$ cat src/rtl/pci_arb_pkg.sv
// Shared types and constants for the PCI bus arbiter.
package pci_arb_pkg;

  localparam int unsigned MAX_DEV         = 8;
  localparam int unsigned OWNER_W         = $clog2(MAX_DEV);
  localparam int unsigned DEF_GNT_TIMEOUT = 16;

  typedef enum logic [1:0] {
    ST_IDLE       = 2'd0,
    ST_GRANTED    = 2'd1,
    ST_BUSY       = 2'd2,
    ST_TURNAROUND = 2'd3
  } state_t;

endpackage

$ cat src/rtl/rr_picker.sv
// Combinational round-robin search: first requester above last_owner, wrapping.
module rr_picker
  import pci_arb_pkg::*;
#(
  parameter int unsigned NUM_DEV = 4
) (
  input  logic [NUM_DEV-1:0] req,
  input  logic [OWNER_W-1:0] last_owner,
  output logic               found,
  output logic [OWNER_W-1:0] winner
);

  localparam int unsigned IDX_W = (NUM_DEV > 1) ? $clog2(NUM_DEV) : 1;

  always_comb begin
    int unsigned idx;
    found  = 1'b0;
    winner = '0;
    idx    = 0;
    for (int unsigned k = 1; k <= NUM_DEV; k++) begin
      idx = 32'(last_owner) + k;
      if (idx >= NUM_DEV) idx = idx - NUM_DEV;
      if (!found && req[IDX_W'(idx)]) begin
        found  = 1'b1;
        winner = OWNER_W'(idx);
      end
    end
  end

endmodule

$ cat src/rtl/pci_arbiter.sv
// Round-robin PCI bus arbiter with grant timeout and turnaround cycle.
// Optional bus parking when built with PCI_ARB_PARK_EN defined.
module pci_arbiter
  import pci_arb_pkg::*;
#(
  parameter int unsigned NUM_DEV     = 4,
  parameter int unsigned GNT_TIMEOUT = DEF_GNT_TIMEOUT
) (
  input  logic               clk,
  input  logic               rst_n,
  input  logic [NUM_DEV-1:0] request,
  input  logic               iframe,
  input  logic               iready,
  output logic [NUM_DEV-1:0] grant,
  output logic [OWNER_W-1:0] owner,
  output logic               bus_busy,
  output logic               timeout_err
);

  localparam int unsigned IDX_W = (NUM_DEV > 1) ? $clog2(NUM_DEV) : 1;
  localparam int unsigned CNT_W = $clog2(GNT_TIMEOUT + 1);

  state_t             state, state_d;
  logic [NUM_DEV-1:0] grant_d;
  logic [OWNER_W-1:0] owner_d, last_owner, last_d, winner;
  logic               busy_d, terr_d, found, bus_idle;
  logic [CNT_W-1:0]   cnt, cnt_d, cnt_inc;
  logic [NUM_DEV-1:0] req_act;

  assign bus_idle = iframe & iready;
  assign req_act  = ~request;
  assign cnt_inc  = (cnt == CNT_W'(GNT_TIMEOUT)) ? cnt : cnt + CNT_W'(1);

  rr_picker #(.NUM_DEV(NUM_DEV)) u_picker (
    .req        (req_act),
    .last_owner (last_owner),
    .found      (found),
    .winner     (winner)
  );

`ifdef PCI_ARB_PARK_EN
  logic parked;
  assign parked = (grant != '1);
`endif

  always_ff @(posedge clk or negedge rst_n) begin
    if (!rst_n) begin
      state       <= ST_IDLE;
      grant       <= '1;
      owner       <= '0;
      bus_busy    <= 1'b0;
      timeout_err <= 1'b0;
      cnt         <= '0;
      last_owner  <= OWNER_W'(NUM_DEV - 1);
    end else begin
      state       <= state_d;
      grant       <= grant_d;
      owner       <= owner_d;
      bus_busy    <= busy_d;
      timeout_err <= terr_d;
      cnt         <= cnt_d;
      last_owner  <= last_d;
    end
  end

  always_comb begin
    state_d = state;
    grant_d = grant;
    owner_d = owner;
    busy_d  = bus_busy;
    terr_d  = 1'b0;
    cnt_d   = cnt;
    last_d  = last_owner;
    case (state)
      ST_IDLE: begin
        busy_d = 1'b0;
`ifdef PCI_ARB_PARK_EN
        if (parked && !iframe) begin
          // Parked device started a transaction without arbitrating.
          state_d = ST_BUSY;
          grant_d = '1;
          busy_d  = 1'b1;
          owner_d = last_owner;
        end else if (found && bus_idle) begin
          if (parked && winner != last_owner) begin
            grant_d = '1;
          end else begin
            grant_d = '1;
            grant_d[IDX_W'(winner)] = 1'b0;
            owner_d = winner;
            cnt_d   = '0;
            state_d = ST_GRANTED;
          end
        end else if (!found) begin
          grant_d = '1;
          grant_d[IDX_W'(last_owner)] = 1'b0;
          owner_d = last_owner;
        end
`else
        grant_d = '1;
        if (found && bus_idle) begin
          grant_d[IDX_W'(winner)] = 1'b0;
          owner_d = winner;
          cnt_d   = '0;
          state_d = ST_GRANTED;
        end
`endif
      end
      ST_GRANTED: begin
        if (!iframe) begin
          state_d = ST_BUSY;
          busy_d  = 1'b1;
          grant_d = '1;
          last_d  = owner;
        end else if (!req_act[IDX_W'(owner)]) begin
          state_d = ST_IDLE;
          grant_d = '1;
          last_d  = owner;
        end else if (cnt_inc == CNT_W'(GNT_TIMEOUT)) begin
          state_d = ST_IDLE;
          grant_d = '1;
          terr_d  = 1'b1;
          last_d  = owner;
          cnt_d   = cnt_inc;
        end else begin
          cnt_d = cnt_inc;
        end
      end
      ST_BUSY: begin
        if (bus_idle) begin
          state_d = ST_TURNAROUND;
          busy_d  = 1'b0;
        end
      end
      ST_TURNAROUND: begin
        grant_d = '1;
        state_d = ST_IDLE;
      end
      default: state_d = ST_IDLE;
    endcase
  end

endmodule

$ cat config.mk
export PLATFORM = sky130hd
export DESIGN_NAME = pci_arbiter
export DESIGN_NICKNAME = d
export VERILOG_FILES = /design/src/rtl/pci_arb_pkg.sv /design/src/rtl/rr_picker.sv /design/src/rtl/pci_arbiter.sv
export SDC_FILE = /design/constraint.sdc
export NUM_CORES = 1
export LEC_CHECK = 0
export BUFFER_PORTS_ARGS = -buffer_cell sky130_fd_sc_hd__buf_4
export CORE_MARGIN = 8
export CORE_UTILIZATION = 50
export DETAILED_ROUTE_END_ITERATION = 6
export GPL_TIMING_DRIVEN = 0
export PLACE_DENSITY = 0.71
export SYNTH_ARGS = -nofsm -noshare
export SYNTH_HDL_FRONTEND = slang
export SYNTH_SLANG_ARGS = --single-unit
$ cat constraint.sdc
create_clock -name clk -period 3.86 [get_ports clk]
set_clock_uncertainty 0.2 [all_clocks]
set_input_delay 0.772 -clock clk [delete_from_list [all_inputs] [get_ports clk]]
set_output_delay 0.772 -clock clk [all_outputs]
set_load 0.005 [all_outputs]
==> flow_summary.ini <==
[global_routing]
grt_max_degree = 20
antenna_found_initial = 0
grt_overflow = 0
grt_use_total_pct = 13.7
grt_pass1_vias = 1102
grt_pass1_wl_mm = 4.89

[drt]
drc_errors = 0
routed_wl_mm = 2.91
wl_per_cell_um = 16.0
drtAntennaViolNets = 0
vias_per_cell = 5.95
dr.pass1.iters = 4
via_count = 1082
drt_iter0_drc = 94

[synthesis]
synth.area.top_cells = dfrtp_1 (25%), dfstp_2 (12%), mux4_2 (6.9%)
yosysSeqAreaShare_pct = 36.8
netlist_area_sq_um = 1310
synth_area_per_cell_sq_um = 9.86
syn_inst = 133
ys_types = 44
yosys.area.top_type = dfrtp_1
synth_seq_cells = 19
yosys_warnings = 0
synth_nets = 145
synth_top_area_share_pct = 24.8

[clocking]
postCtsResizedCells = 0
clock_latency_ns = 0.29
htreeDepth = 1
clock-sinks = 19
ctsRootBufferMaster = clkbuf_4
cts.path.max_buffers = 2
clk_pin_slew_ns = 0.11
hold_buffers = 0
cts_tree = yes
cts_buffers = 3
post-cts-setup-buffer-count = 0

[cells_and_area]
nFillCells = 223
area_delta_synth_final_pct = 13.5
n_antenna_cell = 0
multi_input_area_sq_um = 762
final_layout_size_suffix_gt1_share_pct = 27.0
final_cell_area_sq_um = 1490
layout_common_cells = buf_4 (15), dfrtp_1 (13), inv_1 (11), o21ai_0 (10), nand2_1 (8)
register_area_sq_um = 483
final_common_cell = buf_4
fin_nets = 165
fin_util_pct = 60.1

[sta]
tns_ns = 0
hold_ws_ns = 0.129
finalSetupViolations = 0
setup_slack_ns = 0.799
maxClockFrequency_mhz = 327
max-slew-margin-rel_pct = 63.2
hold_violations = 0
fin_crit_sh_pct = 79.3
rsz0062_at_grt = no
min_period_ns = 3.06
worst_slew_pin_slew_ns = 0.551
drv_slew = 0

[critical_path]
cpMaxStageDelayCell = dfstp_2
startpoint_type = flip-flop
required_ns = 3.88
crit_fanout = 10
critPathCaptureType = flip-flop
crit_chain = buf_2 -> inv_1 -> ha_1 -> clkbuf_1 -> mux4_2 -> nand4_2 -> nand2_1 -> nor3_1 -> a22oi_1
critPathKind = reg2reg
crit_arrival_ns = 3.08
critPathBufInv = 3
cp_top_family = simple AND/OR/NAND/NOR gates
cp_slowest_stage_delay_ns = 0.57

[floorplanning]
coreArea_sq_um = 2480
pin_count = 17
die_x_um = 67.2
die-area_sq_um = 4520
rows = 18
die_h_um = 67.2
start_util_pct = 52.9

[min_path]
worst_hold_path_type = in2async

[placed_design]
io_buffers = 15
dp_hpwl_mm = 2.21
placed_area_sq_um = 1460
pre_cts_ws_ns = 0.824
routabilityCongestion = 0.959

[power]
vdd_drop_max_uv = 477
power_density_nw_per_um2 = 616
p_leak_nw = 0.702

[flow_run]
timing.max_cap.violations = 0

[status]
status = finished, final reports clean
## per-stage QoR
step,cells,power (mW)
3_5_place_dp,178,0.817
4_1_cts,182,0.923
3_3_place_gp,178,0.805
2_1_floorplan,133,0.681
6_report,182,0.917
5_1_grt,182,0.990
## cells by family (layout without fill, tap and decap cells)
logic type      after synthesis  count (layout)  share of synthesized area [%]
fa+ha+maj                     4               4                           3.82
simple gates                 46              46                           21.0
mux                          13              13                           15.4
compound gates               35              35                           17.3
buf+inv                      15              34                           5.06
xor+xnor                      1               1                          0.668
flops                        19              19                           36.8
## power by group
part / internal (mW) / leakage [nW] / total, mW / switching [mW]
combinational: 0.239 / 0.447 / 0.508 / 0.270
clock: 0.0386 / 0.0177 / 0.101 / 0.0620
sequential: 0.259 / 0.237 / 0.308 / 0.0491
## registers in the layout (all words and copies together), names as in the netlist, named ones only
signal       count
cnt              5
grant            4
last_owner       3
owner            3
bus_busy         1
state            1
timeout_err      1
## worst register-to-register path, cell delays in order (launching register included)
cell      delay [ns]
dfstp_2         0.57
buf_2           0.24
inv_1           0.13
ha_1            0.29
clkbuf_1        0.28
mux4_2          0.42
nand4_2         0.14
nand2_1         0.16
nor3_1          0.40
a22oi_1         0.15
## path summary, 6_finish.rpt
kind                               start       end  slack (ns)  cells past startpoint
max                        last_owner[0]  grant[0]        0.80                      9
min                                rst_n    cnt[3]        0.13                      1
max in group asynchronous          rst_n  grant[0]        3.06                      1
max reg2reg                last_owner[0]  grant[0]        0.80                      9
min in group clk                grant[1]  grant[1]        0.27                      2
min reg2reg                     grant[1]  grant[1]        0.27                      2
## routing by layer
layer	track usage, %	vias to the layer above	part of all wire, %
met2	24.6	21	54
met3	4.14	6	3.5
met1	15.3	526	41
met4	3.92	0	1.6
met5	0	-	0
li1	-	529	-
## layout make-up
cell class | count | area share [%]
Inverter | 11 | 2.77
Timing Repair Buffer | 15 | 7.56
Sequential cell | 19 | 32.4
Multi-Input combinational cell | 99 | 51.2
Tap cell | 30 | 2.52
Buffer | 4 | 1.68
Clock inverter | 1 | 0.336
Clock buffer | 3 | 1.51
## synth_stat cells, drive strengths merged
cell / number
o41ai: 1
mux4: 5
dfrtp: 13
o21a: 1
nor3: 1
nand3b: 3
and3: 3
a21oi: 6
nand3: 7
xor2: 1
or4: 1
nor2: 6
mux2i: 4
a22oi: 2
mux2: 4
nand2: 8
nor3b: 1
nor2b: 3
inv: 11
nand4bb: 1
clkbuf: 1
nor4: 1
a21o: 1
o31ai: 1
a2111oi: 1
and2: 3
ha: 4
o22ai: 1
dfstp: 6
a211oi: 2
nand4: 2
nand2b: 5
o211a: 1
o21bai: 1
o21ai: 15
and3b: 1
buf: 3
a2bb2oi: 2
No activity file was read; power rests on OpenSTA's default activity.
